===== config.mk =====
export PLATFORM = sky130hd
export DESIGN_NAME = ad7606_frame_packer_flat
export DESIGN_NICKNAME = d
export VERILOG_FILES = /design/src/rtl/ad7606_frame_packer_if.sv /design/src/rtl/ad7606_frame_packer.sv /design/src/flat_wrapper.sv
export SDC_FILE = /design/constraint.sdc
export NUM_CORES = 1
export LEC_CHECK = 0
export ABC_AREA = 1
export BUFFER_PORTS_ARGS = -buffer_cell sky130_fd_sc_hd__clkbuf_2
export CORE_AREA = 3 3 138 140
export DETAILED_ROUTE_END_ITERATION = 16
export DIE_AREA = 0 0 141 143
export PLACE_DENSITY = 0.87
export SYNTH_ARGS = -nofsm -noshare
export SYNTH_HDL_FRONTEND = slang
export SYNTH_SLANG_ARGS = --single-unit

===== constraint.sdc =====
create_clock -name clk -period 2.46 [get_ports clk]
set_clock_uncertainty 0.1 [all_clocks]
set_input_delay 0.246 -clock clk [delete_from_list [all_inputs] [get_ports clk]]
set_output_delay 0.246 -clock clk [all_outputs]
set_load 0.005 [all_outputs]

===== src/rtl/ad7606_frame_packer_if.sv =====
// Sample-in / byte-out bundle for ad7606_frame_packer.
// slave = packer side, master = sample source plus byte sink.
interface ad7606_frame_packer_if;
  logic        s_valid;
  logic [2:0]  s_ch;
  logic [15:0] s_data;
  logic        m_valid;
  logic        m_ready;
  logic [7:0]  m_data;
  logic        busy;
  logic        overrun;
  logic [7:0]  drop_cnt;

  modport slave (
    input  s_valid, s_ch, s_data, m_ready,
    output m_valid, m_data, busy, overrun, drop_cnt
  );

  modport master (
    output s_valid, s_ch, s_data, m_ready,
    input  m_valid, m_data, busy, overrun, drop_cnt
  );
endinterface


===== src/rtl/ad7606_frame_packer.sv =====
// Packs one AD7606 conversion (NUM_CH 16-bit samples) into a HEADER-led byte frame.
// Define AD7606_PACKER_CHECKSUM_EN to append an XOR checksum byte after the data bytes.
module ad7606_frame_packer #(
  parameter int unsigned NUM_CH = 8,
  parameter logic [7:0]  HEADER = 8'hA5
) (
  input  logic                  clk,
  input  logic                  rst,
  ad7606_frame_packer_if.slave  bus
);

`ifdef AD7606_PACKER_CHECKSUM_EN
  typedef enum logic [1:0] {StIdle, StHdr, StData, StCsum} state_e;
`else
  typedef enum logic [1:0] {StIdle, StHdr, StData} state_e;
`endif

  localparam logic [3:0] LastIdx = 4'(2 * NUM_CH - 1);
  localparam logic [3:0] NumChW  = 4'(NUM_CH);
  localparam logic [2:0] LastCh  = 3'(NUM_CH - 1);

  state_e              state_q, state_d;
  logic [3:0]          idx_q, idx_d;
  logic [NUM_CH-1:0]   mask_q, mask_d;
  logic [15:0]         cap_q [NUM_CH];
  logic [15:0]         cap_d [NUM_CH];
  logic [15:0]         shadow_q [NUM_CH];
  logic [15:0]         frame [NUM_CH];
  logic                overrun_q, overrun_d;
  logic [7:0]          drop_q, drop_d;
  logic [7:0]          m_data;
  logic                in_range, complete, hs, last_byte, free, start;
`ifdef AD7606_PACKER_CHECKSUM_EN
  logic [7:0]          csum_q, csum_d;
`endif

  assign in_range = bus.s_valid && ({1'b0, bus.s_ch} < NumChW);
  assign complete = in_range && (bus.s_ch == LastCh) && (&mask_q[NUM_CH-2:0]);
  assign hs       = (state_q != StIdle) && bus.m_ready;
`ifdef AD7606_PACKER_CHECKSUM_EN
  assign last_byte = hs && (state_q == StCsum);
`else
  assign last_byte = hs && (state_q == StData) && (idx_q == LastIdx);
`endif
  // The shadow may be reloaded in the very cycle its last byte leaves.
  assign free  = (state_q == StIdle) || last_byte;
  assign start = complete && free;

  always_comb begin
    for (int i = 0; i < NUM_CH; i++) frame[i] = cap_q[i];
    frame[NUM_CH-1] = bus.s_data;
  end

`ifdef AD7606_PACKER_CHECKSUM_EN
  always_comb begin
    csum_d = '0;
    for (int i = 0; i < NUM_CH; i++) csum_d = csum_d ^ frame[i][15:8] ^ frame[i][7:0];
  end
`endif

  always_comb begin
    cap_d  = cap_q;
    mask_d = mask_q;
    if (in_range) begin
      cap_d[bus.s_ch] = bus.s_data;
      if (bus.s_ch == 3'd0) mask_d = {{(NUM_CH - 1){1'b0}}, 1'b1};
      else                  mask_d[bus.s_ch] = 1'b1;
    end
    if (complete) mask_d = '0;
  end

  always_comb begin
    overrun_d = complete && !free;
    drop_d    = (overrun_d && (drop_q != 8'hFF)) ? drop_q + 8'd1 : drop_q;
  end

  always_comb begin
    state_d = state_q;
    idx_d   = idx_q;
    unique case (state_q)
      StIdle: if (start) state_d = StHdr;
      StHdr: begin
        if (hs) begin
          state_d = StData;
          idx_d   = 4'd0;
        end
      end
      StData: begin
        if (hs) begin
          if (idx_q == LastIdx) begin
`ifdef AD7606_PACKER_CHECKSUM_EN
            state_d = StCsum;
`else
            state_d = start ? StHdr : StIdle;
`endif
            idx_d   = 4'd0;
          end else begin
            idx_d = idx_q + 4'd1;
          end
        end
      end
`ifdef AD7606_PACKER_CHECKSUM_EN
      StCsum: if (hs) state_d = start ? StHdr : StIdle;
`endif
      default: state_d = StIdle;
    endcase
  end

  always_comb begin
    m_data = 8'h00;
    unique case (state_q)
      StHdr:  m_data = HEADER;
      StData: m_data = idx_q[0] ? shadow_q[idx_q[3:1]][7:0] : shadow_q[idx_q[3:1]][15:8];
`ifdef AD7606_PACKER_CHECKSUM_EN
      StCsum: m_data = csum_q;
`endif
      default: m_data = 8'h00;
    endcase
  end

  always_ff @(posedge clk) begin
    if (rst) begin
      state_q   <= StIdle;
      idx_q     <= '0;
      mask_q    <= '0;
      overrun_q <= 1'b0;
      drop_q    <= '0;
      for (int i = 0; i < NUM_CH; i++) begin
        cap_q[i]    <= '0;
        shadow_q[i] <= '0;
      end
`ifdef AD7606_PACKER_CHECKSUM_EN
      csum_q    <= '0;
`endif
    end else begin
      state_q   <= state_d;
      idx_q     <= idx_d;
      mask_q    <= mask_d;
      overrun_q <= overrun_d;
      drop_q    <= drop_d;
      cap_q     <= cap_d;
      if (start) begin
        shadow_q <= frame;
`ifdef AD7606_PACKER_CHECKSUM_EN
        csum_q   <= csum_d;
`endif
      end
    end
  end

  assign bus.m_valid  = (state_q != StIdle);
  assign bus.busy     = (state_q != StIdle);
  assign bus.m_data   = m_data;
  assign bus.overrun  = overrun_q;
  assign bus.drop_cnt = drop_q;

endmodule

===== src/flat_wrapper.sv =====
// flat-port wrapper written by rule: the top's interface ports become plain ports
module ad7606_frame_packer_flat 
#(
  parameter int unsigned NUM_CH = 8,
  parameter logic [7:0]  HEADER = 8'hA5
)
  (clk, rst, bus_s_valid, bus_s_ch, bus_s_data, bus_m_ready, bus_m_valid, bus_m_data, bus_busy, bus_overrun, bus_drop_cnt);
  ad7606_frame_packer_if bus_i ();
  input  logic clk;
  input  logic rst;
  input wire logic [$bits(bus_i.s_valid)-1:0] bus_s_valid;
  input wire logic [$bits(bus_i.s_ch)-1:0] bus_s_ch;
  input wire logic [$bits(bus_i.s_data)-1:0] bus_s_data;
  input wire logic [$bits(bus_i.m_ready)-1:0] bus_m_ready;
  output wire logic [$bits(bus_i.m_valid)-1:0] bus_m_valid;
  output wire logic [$bits(bus_i.m_data)-1:0] bus_m_data;
  output wire logic [$bits(bus_i.busy)-1:0] bus_busy;
  output wire logic [$bits(bus_i.overrun)-1:0] bus_overrun;
  output wire logic [$bits(bus_i.drop_cnt)-1:0] bus_drop_cnt;
  assign bus_i.s_valid = bus_s_valid;
  assign bus_i.s_ch = bus_s_ch;
  assign bus_i.s_data = bus_s_data;
  assign bus_i.m_ready = bus_m_ready;
  assign bus_m_valid = bus_i.m_valid;
  assign bus_m_data = bus_i.m_data;
  assign bus_busy = bus_i.busy;
  assign bus_overrun = bus_i.overrun;
  assign bus_drop_cnt = bus_i.drop_cnt;
  ad7606_frame_packer #(.NUM_CH(NUM_CH), .HEADER(HEADER)) u_core (.clk(clk), .rst(rst), .bus(bus_i));
endmodule

==> run metrics, run 1 <==
status finished clean; DRT antenna net count 0; routed via count 10300; Cell Rows 49; worst-path fanout max 21; Max Clk Rate 420 MHz; Sequential Power Share 44.6%; clock slew at reported path FFs 0.06 ns; Min-Delay Path Class input port to flop; worst hold slack 0.00665 ns; startpoint types flop; Ports 42; GP Congestion 0.980; max-cap violations 0; GRT Util Overall 29.6%; setup ws final 0.0775 ns; DRT iter0 DRCs 1461; Avg Cell Area, Syn 7.19 µm²; crit path DAT 2.04 ns; # fillers 1420; Yosys cell types 26; largest net degree at the start of global routing 101; Place WS 0.325 ns; Comb pwr share 13.3%; PD cells 801 nW/µm²; synthesis-stage register bit count 262; antenna violations before repair 0; relative slew slack 37.3%; worst skew pair latency 0.55 ns; layout cells sized above 1 8.56%; synth warn 0; hpwl dp 18000 µm; Worst Max-Slew Pin Slew 0.939 ns; non-filler cells, final 1759; final setup violating endpoints 0; CTS tree yes; critical path class flop to primary output; Leak 4.85 nW; Post-Route WL 30800 µm; Starting Density 60.7%; Core ar. 18000 µm²; vias in the first global route 9562; fin nets 1540; sw power 2.70 mW; total gr overflow 0; total CTS buffers 26; switching fraction of total power 27.5%; Max Slew Vio Count 0; wire per inst 17.5 µm; Area Growth Syn to Fin 12.6%; Seq/Total Area, Yosys 48.1%; Cells after Synth 1516; Cell Area, Synth 10900 µm²; Hold Fails Final Rpt 0; Peak VDD IR 0.824 mV; Buffers on Ports 41; post-CTS setup buffer count 0; dpl cells 1697; drt pass-1 iters 5; root buffer cell clkbuf_16; Sink Count 262; die height 143 µm; Syn Nets 1545; internal power 7.13 mW; Req. time, crit path 2.11 ns; Die ar. 20200 µm²; fin crit period 2.38 ns; first-pass GRT wire length 48700 µm; Layout Utilization 68.3%; final worst-path cycle share 96.8%; crit path capture type primary output; routed vias/inst 5.87; ANT cells 0; Die W 141 µm; Clk pwr share 42.1%; H-tree Lvls 1; # DRC 0; clock buffer depth 3
==> power by group through the flow <==
| stage | registers [mW] | clock network (mW) | logic, mW |
|---|---|---|---|
| floorplan | 4.46 | 0 | 0.851 |
| global placement | 4.47 | 0 | 1.22 |
| detailed placement | 4.47 | 0 | 1.24 |
| CTS | 4.38 | 4.14 | 1.26 |
| global route | 4.39 | 4.31 | 1.41 |
| finish | 4.38 | 4.13 | 1.31 |
==> cells by family (layout without fill, tap and decap cells) <==
group	after synthesis	in the layout	share of synthesized area, %
fa+ha+maj	6	6	0.689
simple gates	609	609	22.4
buf+inv	196	210	7.81
xor+xnor	3	3	0.241
flops	262	262	48.1
compound gates	440	440	20.7
==> final timing paths <==
path | from | endpoint | slack (ns) | cells past startpoint
worst max-delay path | u_core.idx_q[2]$_SDFFE_PP0P_ | bus_m_data[7] | 0.08 | 10
worst max register to register | u_core.state_q[0]$_SDFFE_PP0P_ | u_core.shadow_q[38]$_SDFFE_PP0P_ | 0.25 | 8
worst min register to register | u_core.shadow_q[12]$_SDFFE_PP0P_ | u_core.shadow_q[12]$_SDFFE_PP0P_ | 0.35 | 2
worst min-delay path | bus_s_ch[0] | u_core.bus.overrun$_SDFF_PP0_ | 0.007 | 5
==> stage by stage <==
stage	area (µm²)	power, mW	TNS (ns)
4_1_cts	12200	9.79	0
3_5_place_dp	11200	5.71	0
6_report	12300	9.82	0
5_1_grt	12300	10.1	-0.0110
2_1_floorplan	10900	5.31	0
3_3_place_gp	11200	5.69	0
==> timing repair <==
action	4_1_cts	5_1_grt
hold buffers	14	0
resized for setup	2	9
setup endpoints to repair	7	5
endpoints found under the hold margin	70	0
gates cloned	0	1
==> sequential cells by signal (all words and copies together), names as in the netlist <==
| signal | cells |
|---|---|
| u_core.shadow_q | 128 |
| u_core.cap_q | 112 |
| u_core.bus.drop_cnt | 8 |
| u_core.mask_q | 7 |
| u_core.idx_q | 4 |
| u_core.state_q | 2 |
| u_core.bus.overrun | 1 |
==> layout by cell type (no fill, tap or decap), types with 2 or more instances in the layout <==
master	netlist	layout
clkbuf_16	0	27
nand2_1	150	150
dlygate4sd3_1	0	14
a21oi_2	0	2
dfxtp_2	0	2
inv_1	67	65
nor3_1	6	5
xnor2_1	2	2
ha_1	6	6
clkinv_1	6	5
nand3_1	89	89
o211ai_1	16	16
buf_12	0	9
nor2_1	351	351
o21ai_1	70	70
a21oi_1	163	161
clkinv_2	0	6
bufinv_16	0	3
o21ai_0	190	190
clkbuf_8	0	7
clkbuf_1	74	4
clkbuf_2	0	41
inv_2	1	2
dfxtp_1	262	259
buf_4	4	23
nand4_1	9	9
==> layout make-up <==
type | count | area [µm²] | share of cell area [%]
Clock buffer | 37 | 762 | 6.21
Tap cell | 229 | 287 | 2.33
Clock inverter | 10 | 139 | 1.13
Timing Repair Buffer | 89 | 734 | 5.98
Multi-Input combinational cell | 1058 | 4820 | 39.3
Inverter | 74 | 282 | 2.29
Sequential cell | 262 | 5250 | 42.8
==> synth_stat cells <==
cell type,count,area [µm²]
buf_1,19,71.3
inv_2,1,3.75
buf_2,14,70.1
nand2_1,150,563
xor2_1,1,8.76
ha_1,6,75.1
nand3b_1,1,7.51
o211ai_1,16,120
buf_4,4,30.0
nand4_1,9,56.3
o21ai_4,1,16.3
clkinv_1,6,22.5
nand2_2,1,6.26
nor3b_1,1,7.51
nor3_1,6,30.0
inv_1,67,251
nor2_4,1,11.3
o21ai_0,190,951
dfxtp_1,262,5250
nor2_1,351,1320
o21ai_1,70,350
xnor2_1,2,17.5
buf_6,11,124
a21oi_1,163,816
nand3_1,89,445
clkbuf_1,74,278
==> critical path: stages, from the launching register on <==
cell      delay [ns]
dfxtp_2         0.41
inv_1           0.13
buf_12          0.19
nand3_1         0.15
nand3_1         0.14
nand2_1         0.09
nand2_1         0.05
nand3_1         0.07
nand2_1         0.05
inv_1           0.08
clkbuf_2        0.12
==> routing by layer <==
metal	routed length [µm]	vias to the layer above	global-route usage, %
met5	0	-	0
met4	1450	0	12.8
met3	2660	123	4.42
met2	14400	505	49.3
met1	12300	4727	38.5
li1	-	4973	-
(Power assumes the default switching activity.)
==> run 2: changes to the inputs <==
Settings changed: RECOVER_POWER from default to 25.
==> run 2 against run 1 <==
Compared with the run above:
- total power is essentially flat
- non-clock buffer count is the same
- sequential power is essentially flat
- highest routed layer unchanged
- global-route usage is the same
- setup slack lost 0.011 ns
- critical path depth is the same
- fmax shrank 0.46%
- largest power group unchanged
- worst hold slack gained 0.0019 ns
==> run metrics, run 2 (synthesis results as in run 1) <==
status finished clean; Place WS 0.325 ns; drt pass-1 iters 6; Buffers on Ports 41; switching fraction of total power 27.4%; Die ar. 20200 µm²; vias in the first global route 9562; Comb pwr share 13.3%; critical hold path startpoint bus_s_ch[0]; CP Depth 10; CTS tree yes; fin nets 1540; startpoint types flop; final worst-path cycle share 97.3%; sw power 2.69 mW; DRT antenna net count 0; Ports 42; reg-to-reg setup timing slack 0.28 ns; R2R Path End u_core.shadow_q[38]$_SDFFE_PP0P_; relative slew slack 37.0%; max-cap violations 0; critical path class flop to primary output; total gr overflow 0; crit path DAT 2.05 ns; Peak VDD IR 0.827 mV; commonest cells after routing, fill and taps aside 351 x nor2_1, 259 x dfxtp_1, 190 x o21ai_0, 161 x a21oi_1, 150 x nand2_1; worst path cell trace inv_1 -> buf_12 -> nand3_1 -> nand3_1 -> nand2_1 -> nand2_1 -> nand3_1 -> nand2_1 -> inv_1 -> clkbuf_2; clock slew at reported path FFs 0.06 ns; GRT Util Overall 29.6%; Die W 141 µm; hpwl dp 18000 µm; post-route setup TNS 0 ns; internal power 7.13 mW; Post-Route WL 30800 µm; Sequential Power Share 44.6%; setup ws final 0.0666 ns; Starting Density 60.7%; layout cells sized above 1 8.37%; Worst path slowest cell dfxtp_2; Layout Utilization 68.2%; crit path capture type primary output; final setup violating endpoints 0; R2R cell count 8; largest net degree at the start of global routing 101; worst skew pair latency 0.54 ns; GP Congestion 0.980; first-pass GRT wire length 48700 µm; routed via count 10400; Cell Rows 49; Leak 4.84 nW; Worst Hold End u_core.bus.overrun$_SDFF_PP0_; Sink Count 262; Top delay family on crit path simple AND/OR/NAND/NOR gates; most common cell after layout, fill and taps aside nor2_1; H-tree Lvls 1; largest reg by FF count u_core.shadow_q; Worst Max-Slew Pin Slew 0.944 ns; antenna violations before repair 0; wire per inst 17.5 µm; # DRC 0; Largest register FFs 128; worst-path fanout max 21; Req. time, crit path 2.11 ns; clock buffer depth 3; ANT cells 0; Min-Delay Path Class input port to flop; PD cells 801 nW/µm²; slowest stage delay, CP 0.42 ns; Critical R2R Launch u_core.state_q[0]$_SDFFE_PP0P_; Hold Fails Final Rpt 0; die height 143 µm; Area Growth Syn to Fin 12.5%; WHS Path Cells 5; fin crit period 2.39 ns; Max Slew Vio Count 0; root buffer cell clkbuf_16; routed vias/inst 5.91; total CTS buffers 26; worst hold slack 0.00858 ns; DRT iter0 DRCs 1419; Clk pwr share 42.1%; Core ar. 18000 µm²; Max Clk Rate 418 MHz; Buffers & Inverters on Critical Path 4
-- run 2: cell types whose count changed in the layout (fill, tap and decap cells not counted) --
| cell | previous run | this run |
|---|---|---|
| clkbuf_1 | 4 | 7 |
| clkbuf_2 | 41 | 38 |
| buf_12 | 9 | 8 |
| clkbuf_4 | 0 | 1 |
-- run 2: worst max path at each step --
| stage | from | to | slack [ns] |
|---|---|---|---|
| CTS | u_core.idx_q[1]$_SDFFE_PP0P_ | bus_m_data[7] | 0.004 |
| global placement | u_core.state_q[0]$_SDFFE_PP0P_ | u_core.shadow_q[109]$_SDFFE_PP0P_ | 0.43 |
| floorplan | u_core.state_q[0]$_SDFFE_PP0P_ | u_core.shadow_q[0]$_SDFFE_PP0P_ | 0.71 |
| detailed placement | u_core.state_q[0]$_SDFFE_PP0P_ | u_core.shadow_q[93]$_SDFFE_PP0P_ | 0.33 |
| finish | u_core.idx_q[2]$_SDFFE_PP0P_ | bus_m_data[7] | 0.07 |
| global route | u_core.idx_q[2]$_SDFFE_PP0P_ | bus_m_data[0] | -0.01 |
-- run 2: worst register-to-register path, delay by kind of cell, from the launching register on --
kind	cells	cell delay (ns)
buf+inv	3	0.83
simple gates	1	0.10
compound gates	3	0.49
fa+ha+maj	1	0.22
flops	1	0.37
-- run 2: area by class of cell --
class	count	area (µm²)
inverter	74	282
sequential	262	5250
timing repair buffer	89	718
multi-input combinational	1058	4820
clock buffer	37	762
clock inverter	10	139
tap	229	287
fill	1425	5710
-- run 2: timing repair --
action / CTS / global route
buffers inserted: 0 / 0
hold buffers: 14 / 0
hold endpoints to repair: 70 / 0
endpoints found under the setup margin: 7 / 5
gates cloned: 0 / 1
gates resized for setup: 2 / 9
-- run 2: power groups by stage --
stage / registers, mW / logic, mW / clock network (mW)
after floorplan: 4.46 / 0.851 / 0
after global placement: 4.47 / 1.22 / 0
after detailed placement: 4.47 / 1.24 / 0
after CTS: 4.38 / 1.26 / 4.14
after global routing: 4.39 / 1.41 / 4.31
final: 4.38 / 1.30 / 4.13
-- run 2: routing by layer --
layer  wire, µm  GRT usage (%)  vias up
met2      14400           49.3      513
met3       2480           4.42      119
met5          0              0        -
li1           -              -     4978
met4       1400           12.8        0
met1      12500           38.5     4782
-- run 2: per-stage QoR --
stage / area (µm²) / std cells / total power, mW
2_1_floorplan: 10900 / 1516 / 5.31
3_3_place_gp: 11200 / 1697 / 5.69
3_5_place_dp: 11200 / 1697 / 5.71
4_1_cts: 12200 / 1758 / 9.79
5_1_grt: 12300 / 1759 / 10.1
6_report: 12300 / 1759 / 9.82
==> run 3: changes to the inputs <==
Settings changed: HOLD_SLACK_MARGIN from default to 0.05, MAX_ROUTING_LAYER from default to met4.
==> run 3 against run 2 <==
Compared with the run above:
- global-route usage increased by 0.90 points
- total power about the same
- sequential cell count unchanged
- worst hold slack gained 0.057 ns
- via count is 0.54% higher
- final cell count rose by 0.23%
- final area up 0.10%
- setup slack worse by 0.0057 ns
- sequential power hardly changed
- critical path type unchanged
- highest routed layer unchanged
==> run metrics, run 3 (synthesis results as in run 1) <==
largest net degree at the start of global routing 101; root buffer cell clkbuf_16; Clk pwr share 42.1%; switching fraction of total power 27.4%; Peak VDD IR 0.827 mV; final setup violating endpoints 0; Hold Fails Final Rpt 0; routed via count 10400; slowest stage delay, CP 0.42 ns; reg-to-reg setup timing slack 0.28 ns; antenna violations before repair 0; hpwl dp 18000 µm; placed cell areas 11200 µm²; Top delay family on crit path simple AND/OR/NAND/NOR gates; worst skew pair latency 0.54 ns; Area Growth Syn to Fin 12.6%; largest reg by FF count u_core.shadow_q; layout cells sized above 1 8.02%; Ports 42; worst hold slack 0.0657 ns; drt pass-1 iters 7; Cell Rows 49; internal power 7.13 mW; Core ar. 18000 µm²; Comb pwr share 13.3%; vias in the first global route 9588; CTS tree yes; GRT Util Overall 30.5%; most common cell after layout, fill and taps aside nor2_1; Max Clk Rate 417 MHz; Leak 4.84 nW; ANT cells 0; Buffers on Ports 41; crit path DAT 2.05 ns; clock buffer depth 3; status finished clean; die height 143 µm; DRT antenna net count 0; Min-Delay Path Class input port to flop; routed vias/inst 5.93; sw power 2.69 mW; commonest cells after routing, fill and taps aside 351 x nor2_1, 259 x dfxtp_1, 190 x o21ai_0, 161 x a21oi_1, 150 x nand2_1; Sink Count 262; fin nets 1544; clock slew at reported path FFs 0.06 ns; critical path class flop to primary output; Sequential Power Share 44.6%; Post-Route WL 30700 µm; design area 12300 µm²; Starting Density 60.7%; PD cells 801 nW/µm²; wire per inst 17.4 µm; worst-path fanout max 21; Largest register FFs 128; Buffers & Inverters on Critical Path 4; Max Slew Vio Count 0; DRT iter0 DRCs 1340; GP Congestion 0.998; Die W 141 µm; max-cap violations 0; post-CTS setup buffer count 0; fin crit period 2.40 ns; Worst Max-Slew Pin Slew 1.33 ns; relative slew slack 11.3%; Worst path slowest cell dfxtp_2; worst path cell trace inv_1 -> buf_12 -> nand3_1 -> nand3_1 -> nand2_1 -> nand2_1 -> nand3_1 -> nand2_1 -> inv_1 -> clkbuf_2; startpoint types flop; first-pass GRT wire length 48600 µm; crit path capture type primary output; # DRC 0; Die ar. 20200 µm²; total gr overflow 0; total CTS buffers 26; Req. time, crit path 2.11 ns; H-tree Lvls 1; final worst-path cycle share 97.5%
run 3: cell types whose count changed in the layout (fill, tap and decap cells not counted), sizes merged:
cell / change
dlygate4sd3: +4
clkbuf: +5
buf: -5
run 3: worst min-delay path, delay by kind of cell:
family,cells,cell delay (ns)
buffers and inverters,1,0.21
and+or+nand+nor,2,0.20
run 3: timing repair:
item,4_1_cts,5_1_grt
resized for setup,2,9
endpoints found under the hold margin,121,0
cloned,0,1
hold buffers,18,0
setup endpoints to repair,7,5
run 3: power by group through the flow:
stage / clock, mW / sequential, mW / combinational, mW
2_1_floorplan: 0 / 4.46 / 0.851
6_report: 4.14 / 4.38 / 1.30
3_3_place_gp: 0 / 4.47 / 1.22
3_5_place_dp: 0 / 4.47 / 1.24
5_1_grt: 4.30 / 4.39 / 1.41
4_1_cts: 4.14 / 4.38 / 1.27
run 3: final timing paths:
path                                   start                                to  cells past startpoint
max reg2reg   u_core.state_q[0]$_SDFFE_PP0P_  u_core.shadow_q[38]$_SDFFE_PP0P_                      8
max             u_core.idx_q[2]$_SDFFE_PP0P_                     bus_m_data[7]                     10
min reg2reg  u_core.shadow_q[4]$_SDFFE_PP0P_   u_core.shadow_q[4]$_SDFFE_PP0P_                      2
min                           bus_s_data[14]     u_core.cap_q[62]$_SDFFE_PP0P_                      3
run 3: stage by stage:
step,utilization (%),TNS [ns],setup WS (ns),std cells,power (mW)
floorplan,-,0,0.705,1516,5.31
global placement,62.2,0,0.427,1697,5.69
detailed placement,62.2,0,0.325,1697,5.71
CTS,68.2,0,0.00394,1762,9.79
global route,68.3,-0.00773,-0.00773,1763,10.1
finish,68.3,0,0.0609,1763,9.82
run 3: routing by layer:
layer | global-route usage, % | wire [µm] | vias up
li1 | - | - | 4985
met4 | 13.0 | 1410 | 0
met1 | 38.4 | 12200 | 4776
met2 | 49.2 | 14300 | 563
met3 | 4.49 | 2810 | 124
met5 | - | 0 | -
run 3: area by class of cell:
type | instances | area (µm²)
Timing Repair Buffer | 93 | 738
Clock buffer | 37 | 762
Multi-Input combinational cell | 1058 | 4810
Clock inverter | 10 | 139
Inverter | 74 | 279
Sequential cell | 262 | 5250
Tap cell | 229 | 287
Fill cell | 1429 | 5700
